`src/rtl/switch_debouncer.sv`:
```
// switch_debouncer
//   Input conditioning for raw board switch/key pins. Each channel is brought
//   into the clk domain through a two-flop synchroniser. It is then debounced:
//   a new value is accepted only after it has held steady for DB_CYCLES
//   consecutive cycles. The accepted value is presented as a clean level. Each
//   accepted transition also produces a one-cycle rise or fall pulse.
//
// Ports
//   clk    in   1      system clock
//   reset  in   1      synchronous, active-high reset
//   raw    in   WIDTH  asynchronous raw pin inputs
//   level  out  WIDTH  debounced, synchronised level
//   rise   out  WIDTH  one-cycle pulse on an accepted 0->1 transition
//   fall   out  WIDTH  one-cycle pulse on an accepted 1->0 transition
//
// Parameters
//   WIDTH      number of independent channels
//   DB_CYCLES  consecutive stable cycles needed to accept a change (>= 1)
//   CNT_W      debounce counter width, DB_CYCLES <= 2**CNT_W - 1
//   INIT       per-channel idle/reset level (1 for active-low keys)

module switch_debouncer #(
  parameter int                 WIDTH     = 4,
  parameter int                 DB_CYCLES = 500000,
  parameter int                 CNT_W     = 20,
  parameter logic [WIDTH-1:0]   INIT      = '0
) (
  input  logic             clk,
  input  logic             reset,
  input  logic [WIDTH-1:0] raw,
  output logic [WIDTH-1:0] level,
  output logic [WIDTH-1:0] rise,
  output logic [WIDTH-1:0] fall
);

  // Counter value at which the pending change is accepted on the next edge.
  localparam logic [CNT_W-1:0] CNT_LAST = CNT_W'(DB_CYCLES - 1);
  localparam logic [CNT_W-1:0] CNT_ONE  = CNT_W'(1);

  logic [WIDTH-1:0] sync1_reg;
  logic [WIDTH-1:0] sync2_reg;

  // Two-flop synchroniser. It loads the idle level on reset, so a pin
  // already at its idle level never starts a spurious count after reset.
  always_ff @(posedge clk) begin
    if (reset) begin
      sync1_reg <= INIT;
      sync2_reg <= INIT;
    end else begin
      sync1_reg <= raw;
      sync2_reg <= sync1_reg;
    end
  end

  generate
    for (genvar gi = 0; gi < WIDTH; gi++) begin : g_chan
      logic [CNT_W-1:0] cnt_reg;
      logic             level_reg;
      logic             rise_reg;
      logic             fall_reg;
      logic             s;

      assign s = sync2_reg[gi];

      // cnt counts consecutive cycles where the synchronised input disagrees
      // with the accepted level. Any agreeing cycle discards the run. The
      // counter is cleared on acceptance, so it never exceeds CNT_LAST and
      // cannot wrap.
      always_ff @(posedge clk) begin
        if (reset) begin
          cnt_reg   <= '0;
          level_reg <= INIT[gi];
          rise_reg  <= 1'b0;
          fall_reg  <= 1'b0;
        end else begin
          rise_reg <= 1'b0;
          fall_reg <= 1'b0;
          if (s == level_reg) begin
            cnt_reg <= '0;
          end else if (cnt_reg == CNT_LAST) begin
            // Pulse is registered on the same edge as the level, so it is
            // high exactly in the first cycle the new level is visible.
            level_reg <= s;
            cnt_reg   <= '0;
            rise_reg  <= s;
            fall_reg  <= ~s;
          end else begin
            cnt_reg <= cnt_reg + CNT_ONE;
          end
        end
      end

      assign level[gi] = level_reg;
      assign rise[gi]  = rise_reg;
      assign fall[gi]  = fall_reg;
    end
  endgenerate

endmodule

```
`config.mk`:
```
export PLATFORM = sky130hd
export DESIGN_NAME = switch_debouncer
export DESIGN_NICKNAME = d
export VERILOG_FILES = /design/src/rtl/switch_debouncer.sv
export SDC_FILE = /design/constraint.sdc
export NUM_CORES = 1
export LEC_CHECK = 0
export BUFFER_PORTS_ARGS = -buffer_cell sky130_fd_sc_hd__buf_2
export CAP_MARGIN = 20
export CORE_ASPECT_RATIO = 1.25
export CORE_MARGIN = 5
export CORE_UTILIZATION = 53
export CTS_BUF_LIST = sky130_fd_sc_hd__clkbuf_4
export DETAILED_ROUTE_END_ITERATION = 12
export PLACE_DENSITY = 0.71
export SLEW_MARGIN = 30
export SYNTH_ARGS = -nofsm -noshare
export SYNTH_HDL_FRONTEND = slang
export SYNTH_SLANG_ARGS = --single-unit
```
`constraint.sdc`:
```
create_clock -name clk -period 4.99 [get_ports clk]
set_input_delay 0.7485 -clock clk [delete_from_list [all_inputs] [get_ports clk]]
set_output_delay 0.7485 -clock clk [all_outputs]
set_load 0.1 [all_outputs]
```
# Yosys cells after proc, flatten, opt, wreduce, memory -nomap -nowiden
# Index checks and enable logic that the tools add are counted.
# Widths: inputs -> output; s select.
dict set report word_totals {
  romBits 0
  output_inout_bits 12
  ff_bits 100
  mem_bits_rw 0
  latchBits 0
  mem_count 0
}
dict set report classes {
  n_eq_ne 8
  n_addsub 4
  shift 0
  magnitude_cmp 0
  bitwise_logic 12
  n_reduce_logical 12
  mux 0
  div_mod_pow 0
  mul 0
}
# operator count
set ops {}
lappend ops {{$add 20x1->20 const B} 4}
lappend ops {{$eq 20x19->1 const B} 4}
lappend ops {{$reduce_or 3->1} 8}
lappend ops {{$not 1->1} 12}
lappend ops {{$reduce_and 2->1} 4}
lappend ops {{$eq 1x1->1} 4}

# Depth between registers and ports, before layout
# Gate-level depths: netlist of the first run.
dict set report logic_depth {
  word_depth 3
  depth_mapped 6
}

# Worst setup path before layout of the first run
# Ideal clock, no wire load.
dict set report synth_timing {
  kind {register to register}
  startpoint {register g_chan[1].cnt_reg[0]}
  endpoint {register g_chan[1].cnt_reg[10]}
  n_path_buf 1
  period_less_slack_ps 1937
  required_ps 4873
  slack_ps 3053
  stages_incl_launch_ff 7
  arrival_time_ps 1820
  path_cell_list {dfxtp_1 -> ha_1 -> nand4_1 -> or3_1 -> o21ai_2 -> buf_2 -> nor2_1}
}
dict set report synth_between {
  elab_chain_cells 2
  word_cells_on_any_way 3
  cone_classes {add/sub: 1; eq/ne: 1; reduce/logical: 1}
}
# item line_no
set synth_lines {}
lappend synth_lines {{start: declaration} 57} ;# logic [CNT_W-1:0] cnt_reg;
lappend synth_lines {{start signal: assignment} 88} ;# cnt_reg <= cnt_reg + CNT_ONE;
lappend synth_lines {{branches (longest 2 deep; another with $add 20x1->20)} --}
# Parallel ways; which one is timed is not known.
# A chain may end at the register's enable or synchronous reset.

# Final worst setup path of the first run
# Same ends and word-level chain as after synthesis.

==> qor.csv, run 1 <==
metric;value;unit
post-route-min-period;2406;ps
crit_chain;ha_1 -> nand4_1 -> or3_1 -> o21ai_2 -> nor2_1;
drc;0;
antenna_found_initial;0;
largest_reg_flops;80;
power.density;280.7;nW/um2
grt_pass1_vias;3193;
syn-num-nets;506;
drive_above_1_share;8.515;%
cp_max_fo;18;
overflow;0;
core_area;8194;um2
cp-start-kind;flip-flop;
routabilityCongestion;0.8087;
ir_drop;0.1552;mV
r2r_cells;5;
cp.arrival;2710;ps
finalSetupViolCount;0;
status;finished clean;
hp-start;sync1_reg[3];
worst_r2r_endpoint;g_chan[1].cnt_reg[10];
cts_root_buffer;clkbuf_4;
crit_slowest_cell;o21ai_2;
relSlewSlack;50.87;%
numCtsBuffers;9;
numPortBuffers;17;
ys_seq_area_share;45.45;%
cap_violations;0;
fmax;0.4157;GHz
p_leak;1.473;nW
yosysTopAreaCell;dfxtp_1;
grt_max_degree;25;
final_nets;510;
wire_per_inst;13.54;um
post_drt_via_cell_ratio;5.762;
ys_types;41;
synthTopCellsByArea;dfxtp_1, xor2_1, nor2_1, xnor2_1, nand4_1;
dieArea;10240;um2
ys_warn_count;0;
vias;3469;
tritoncts;yes;
crit_family;simple AND/OR/NAND/NOR gates;
synth-xor-area-share;9.744;%
clkSinkCount;100;
grt_setup_unrepaired;no;
drt_iter0_drc;106;
synth_top_family_by_area;simple AND/OR/NAND/NOR gates;
ys_seq_elements;100;
synth_compound_area_share;8.239;%
dieHeight;111.9;um
syn-instance-count;496;
synth_fa_ha_area_share;1.136;%
wl;8150;um
synth-simple-area-share;31.11;%
first_pass_iters;4;
min_period_over_period;48.21;%
syn_avg_cell_area;8.879;um2
ctsHoldBuffers;0;
postCtsResizedCells;0;
hold_slack;452.9;ps
crit_required;5300;ps
critPathCaptureType;flip-flop;
clkLatencyLatePin;440;ps
ant_nets;0;
area_growth;5.625;%
crit_buf_inv;0;
h-tree-depth;3;
clk_pin_slew;160;ps
ioPinCount;18;
clk_path_buf_depth;2;
report.final.slew_viol_count;0;
dp_hpwl;5735;um
grt_pass1_wl;14040;um
holdPathStages;1;
worstReg2RegStart;g_chan[1].cnt_reg[0];
die_w;91.54;um
initial_core_util;53.75;%
cts_setup_buffers;0;
netlist.area_leader.share;45.45;%
hold_viol;0;
skew;20.83;ps
slowest_delay;620;ps
tns;0;ps
crit_type;reg2reg;
rows;37;
synth_mux_area_share;0;%
hp-class;reg2reg;
syn_area;4404;um2
diodes;0;
r2r_slack;2580;ps
worstMarginPinSlew;736.9;ps
grt_use_total;16.33;%
holdPathEnd;sync2_reg[3];
## cell usage after synthesis
cell,n
o41ai_1,1
and2_1,3
nor3_1,15
and4_1,10
o31ai_1,13
clkbuf_2,1
or4b_2,1
o21ai_1,2
nand2b_1,6
nor4b_1,7
dfxtp_1,100
buf_2,4
nor3b_1,1
buf_4,12
o21ai_2,1
nand4_1,29
nand3b_1,1
xnor2_1,21
xor2_1,28
nor2b_1,9
nand4_2,1
nor4_1,9
nor4bb_1,1
nor2_1,56
or4b_1,1
or3_1,13
inv_1,12
or3_2,1
or3b_2,1
nand2_1,25
nand4_4,1
ha_1,4
or4_1,15
o21ai_0,16
clkbuf_1,8
and3_1,12
nand4bb_1,1
nand3_1,22
or2_2,1
a21oi_1,30
o21bai_1,1
## report_power, final
group / switching [mW] / total [mW] / internal [mW]
clock: 0.270 / 0.485 / 0.215
combinational: 0.00988 / 0.0152 / 0.00534
sequential: 0.00245 / 0.805 / 0.803
total: 0.282 / 1.31 / 1.02
## per-layer routing
layer | track usage [%] | vias up | share of wire (%)
met5 | 0 | - | 0
met2 | 28.18 | 47 | 48
met3 | 2.365 | 9 | 2.7
met4 | 6.640 | 0 | 1.7
met1 | 20.27 | 1621 | 48
li1 | - | 1792 | -
## how the worst max path moves through the flow
stage	from	end	slack, ps	cells past startpoint
floorplan	g_chan[1].cnt_reg[0]	g_chan[1].cnt_reg[10]	3050	6
global placement	g_chan[1].cnt_reg[0]	g_chan[1].cnt_reg[14]	2690	5
detailed placement	g_chan[1].cnt_reg[0]	g_chan[1].cnt_reg[3]	2630	5
CTS	g_chan[1].cnt_reg[0]	g_chan[1].cnt_reg[10]	2580	5
global route	g_chan[1].cnt_reg[0]	g_chan[1].cnt_reg[3]	2410	5
finish	g_chan[1].cnt_reg[0]	g_chan[1].cnt_reg[10]	2580	5
## layout make-up
cell class,instances,area [um2]
flip-flops and latches,100,2002
inverters,12,45.04
clock buffers,10,75.07
well taps,97,121.4
clock inverters,6,96.34
fillers,750,3542
multi-input cells,359,2220
repair buffers,18,92.59
## kinds of logic after synthesis
family / after synthesis
compound gates: 64
xor+xnor: 49
fa+ha+maj: 4
buf+inv: 37
flops: 100
simple gates: 242
## metrics by stage
step                power [mW]  instances  worst slack (ps)  util (%)  area [um2]
CTS                      1.324        602              2583     56.77        4652
detailed placement      0.8379        586              2633     54.68        4481
finish                   1.306        602              2584     56.77        4652
global placement        0.8373        586              2693     54.59        4473
floorplan               0.8325        496              3053         -        4404
global route             1.359        602              2412     56.77        4652
## layout by cell type (no fill, tap or decap), types with 4 or more instances in the layout
cell and count:
and3_1 12, a21oi_1 30, and4_1 10, nor2b_1 9
o31ai_1 13, nor4b_1 7, nand2b_1 6, nor2_1 56
nor4_1 9, ha_1 4, o21ai_0 16, or3_1 13
inv_1 12, dfxtp_1 100, nand2_1 25, buf_2 17
clkbuf_4 10, xnor2_1 21, xor2_1 28, nand3_1 22
or4_1 15, nor3_1 15, nand4_1 29
(Power assumes the default switching activity.)
==> inputs of run 2 (changes only) <==
--- a/config.mk
+++ b/config.mk
@@ -12,7 +12,7 @@
 export CORE_UTILIZATION = 53
 export CTS_BUF_LIST = sky130_fd_sc_hd__clkbuf_4
 export DETAILED_ROUTE_END_ITERATION = 12
-export PLACE_DENSITY = 0.71
+export PLACE_DENSITY = 0.74
 export SLEW_MARGIN = 30
 export SYNTH_ARGS = -nofsm -noshare
 export SYNTH_HDL_FRONTEND = slang
==> constraint.sdc (replaced) <==
create_clock -name clk -period 2.17 [get_ports clk]
set_input_delay 0.3255 -clock clk [delete_from_list [all_inputs] [get_ports clk]]
set_output_delay 0.3255 -clock clk [all_outputs]
set_load 0.1 [all_outputs]
==> run 2 against run 1 <==
  * Fmax increased by 24%
  * Sequential power increased by 130%
  * Clock-buffer cell count decreased by 1
  * Critical path type unchanged
  * Critical endpoint is now g_chan[1].cnt_reg[18]
  * Largest cell class unchanged
  * Highest routed layer unchanged
==> qor.csv, run 2 (synthesized netlist as in run 1, its figures left out) <==
metric;value;unit
status;finished clean;
cp_max_fo;5;
startpoint;g_chan[1].cnt_reg[0];
power_frac_comb;1.3;%
skew;17.64;ps
crit_type;reg2reg;
numCtsBuffers;9;
cts_setup_buffers;0;
initial_core_util;53.75;%
area_growth;7.074;%
grt_setup_unrepaired;no;
cp.arrival;2330;ps
cap_violations;0;
multi_input_area;2222;um2
place_ws;168.2;ps
fillers;727;
p_seq_share;62.7;%
crit_slowest_cell;or3b_2;
die_w;91.54;um
wire_per_inst;13.14;um
diodes;0;
p_clk_share;36.0;%
intPower;2.326;mW
worst_r2r_endpoint;g_chan[1].cnt_reg[18];
ant_nets;0;
mostFrequentLayoutCell;dfxtp_1;
clkSinkCount;100;
vias;3458;
drt_iter0_drc;80;
p_leak;1.517;nW
ctsHoldBuffers;0;
worstReg2RegStart;g_chan[1].cnt_reg[0];
post_drt_via_cell_ratio;5.650;
fmax;0.5146;GHz
hp-class;in2reg;
worst_slack;226.9;ps
finalInstanceArea;4716;um2
wl;8042;um
ioPinCount;18;
final_nets;520;
power.density;626.2;nW/um2
dieArea;10240;um2
overflow;0;
core_area;8194;um2
crit_required;2550;ps
finalSetupViolCount;0;
crit_chain;ha_1 -> nand4_1 -> nor4b_2 -> or3b_2 -> a21oi_1;
tritoncts;yes;
finalNonFillerCells;612;
dp.cells;596;
numPortBuffers;17;
final_cell_mix;dfxtp_1, nor2_1, a21oi_1;
report.final.slew_viol_count;0;
sw_frac_of_total;21.25;%
routabilityCongestion;0.8563;
finalPower;2.953;mW
r2r_cells;5;
area.sequential;2002;um2
critPathCaptureType;flip-flop;
first_pass_iters;4;
slowest_delay;470;ps
crit_end;g_chan[1].cnt_reg[18];
tns;0;ps
dp_hpwl;5742;um
h-tree-depth;3;
r2r_slack;230;ps
relSlewSlack;64.99;%
placed_area;4548;um2
p_sw;0.6276;mW
grt_pass1_vias;3307;
worstMarginPinSlew;520.3;ps
clk_path_buf_depth;2;
grt_pass1_wl;14300;um
grt_max_degree;25;
dieHeight;111.9;um
hold_viol;0;
largest_reg_flops;80;
grt_use_total;16.51;%
clk_pin_slew;150;ps
post-route-min-period;1943;ps
min_period_over_period;89.55;%
cp-start-kind;flip-flop;
ir_drop;0.2760;mV
hold_slack;93.65;ps
drive_above_1_share;9.903;%
rows;37;
cts_root_buffer;clkbuf_4;
drc;0;
final_util;57.55;%
clkLatencyLatePin;440;ps
antenna_found_initial;0;
==> run 2: what timing repair did <==
| item | in CTS | in global routing |
|---|---|---|
| setup endpoints to repair | 0 | 3 |
| resized for setup | 0 | 2 |
| hold endpoints to repair | 0 | 0 |
==> run 2: worst max-delay path, delay by kind of cell, from the launching register on <==
family,cells,cell delay (ps)
simple gates,3,1100
fa+ha+maj,1,230
compound gates,1,150
flops,1,420
==> run 2: power groups by stage <==
stage	Combinational [mW]	Sequential (mW)	Clock, mW
final	0.0392	1.85	1.06
after global routing	0.0439	1.85	1.18
after CTS	0.0395	1.85	1.10
after detailed placement	0.0394	1.89	0
after global placement	0.0385	1.89	0
after floorplan	0.0249	1.89	0
==> run 2: worst min path at each step <==
stage | startpoint | endpoint | cells after the start | slack, ps
finish | raw[2] | sync1_reg[2] | 2 | 90
CTS | raw[2] | sync1_reg[2] | 2 | 60
global placement | sync1_reg[0] | sync2_reg[0] | 1 | 420
global route | raw[1] | sync1_reg[1] | 2 | 80
detailed placement | sync1_reg[0] | sync2_reg[0] | 1 | 430
floorplan | g_chan[0].cnt_reg[0] | g_chan[0].cnt_reg[0] | 1 | 410
==> run 2: layout make-up <==
type / count / area share (%)
Tap cell: 97 / 2.574
Clock buffer: 9 / 1.433
Timing Repair Buffer: 28 / 3.555
Inverter: 12 / 0.9552
Sequential cell: 100 / 42.45
Clock inverter: 7 / 1.910
Multi-Input combinational cell: 359 / 47.12
==> run 2: per-layer routing <==
metal / share of wire (%) / vias up / routed length, um / global-route usage [%]
li1: - / 1804 / - / -
met2: 48 / 34 / 3884 / 28.04
met3: 2.6 / 11 / 212 / 2.365
met5: 0 / - / 0 / 0
met1: 47 / 1609 / 3813 / 20.97
met4: 1.6 / 0 / 131 / 6.640
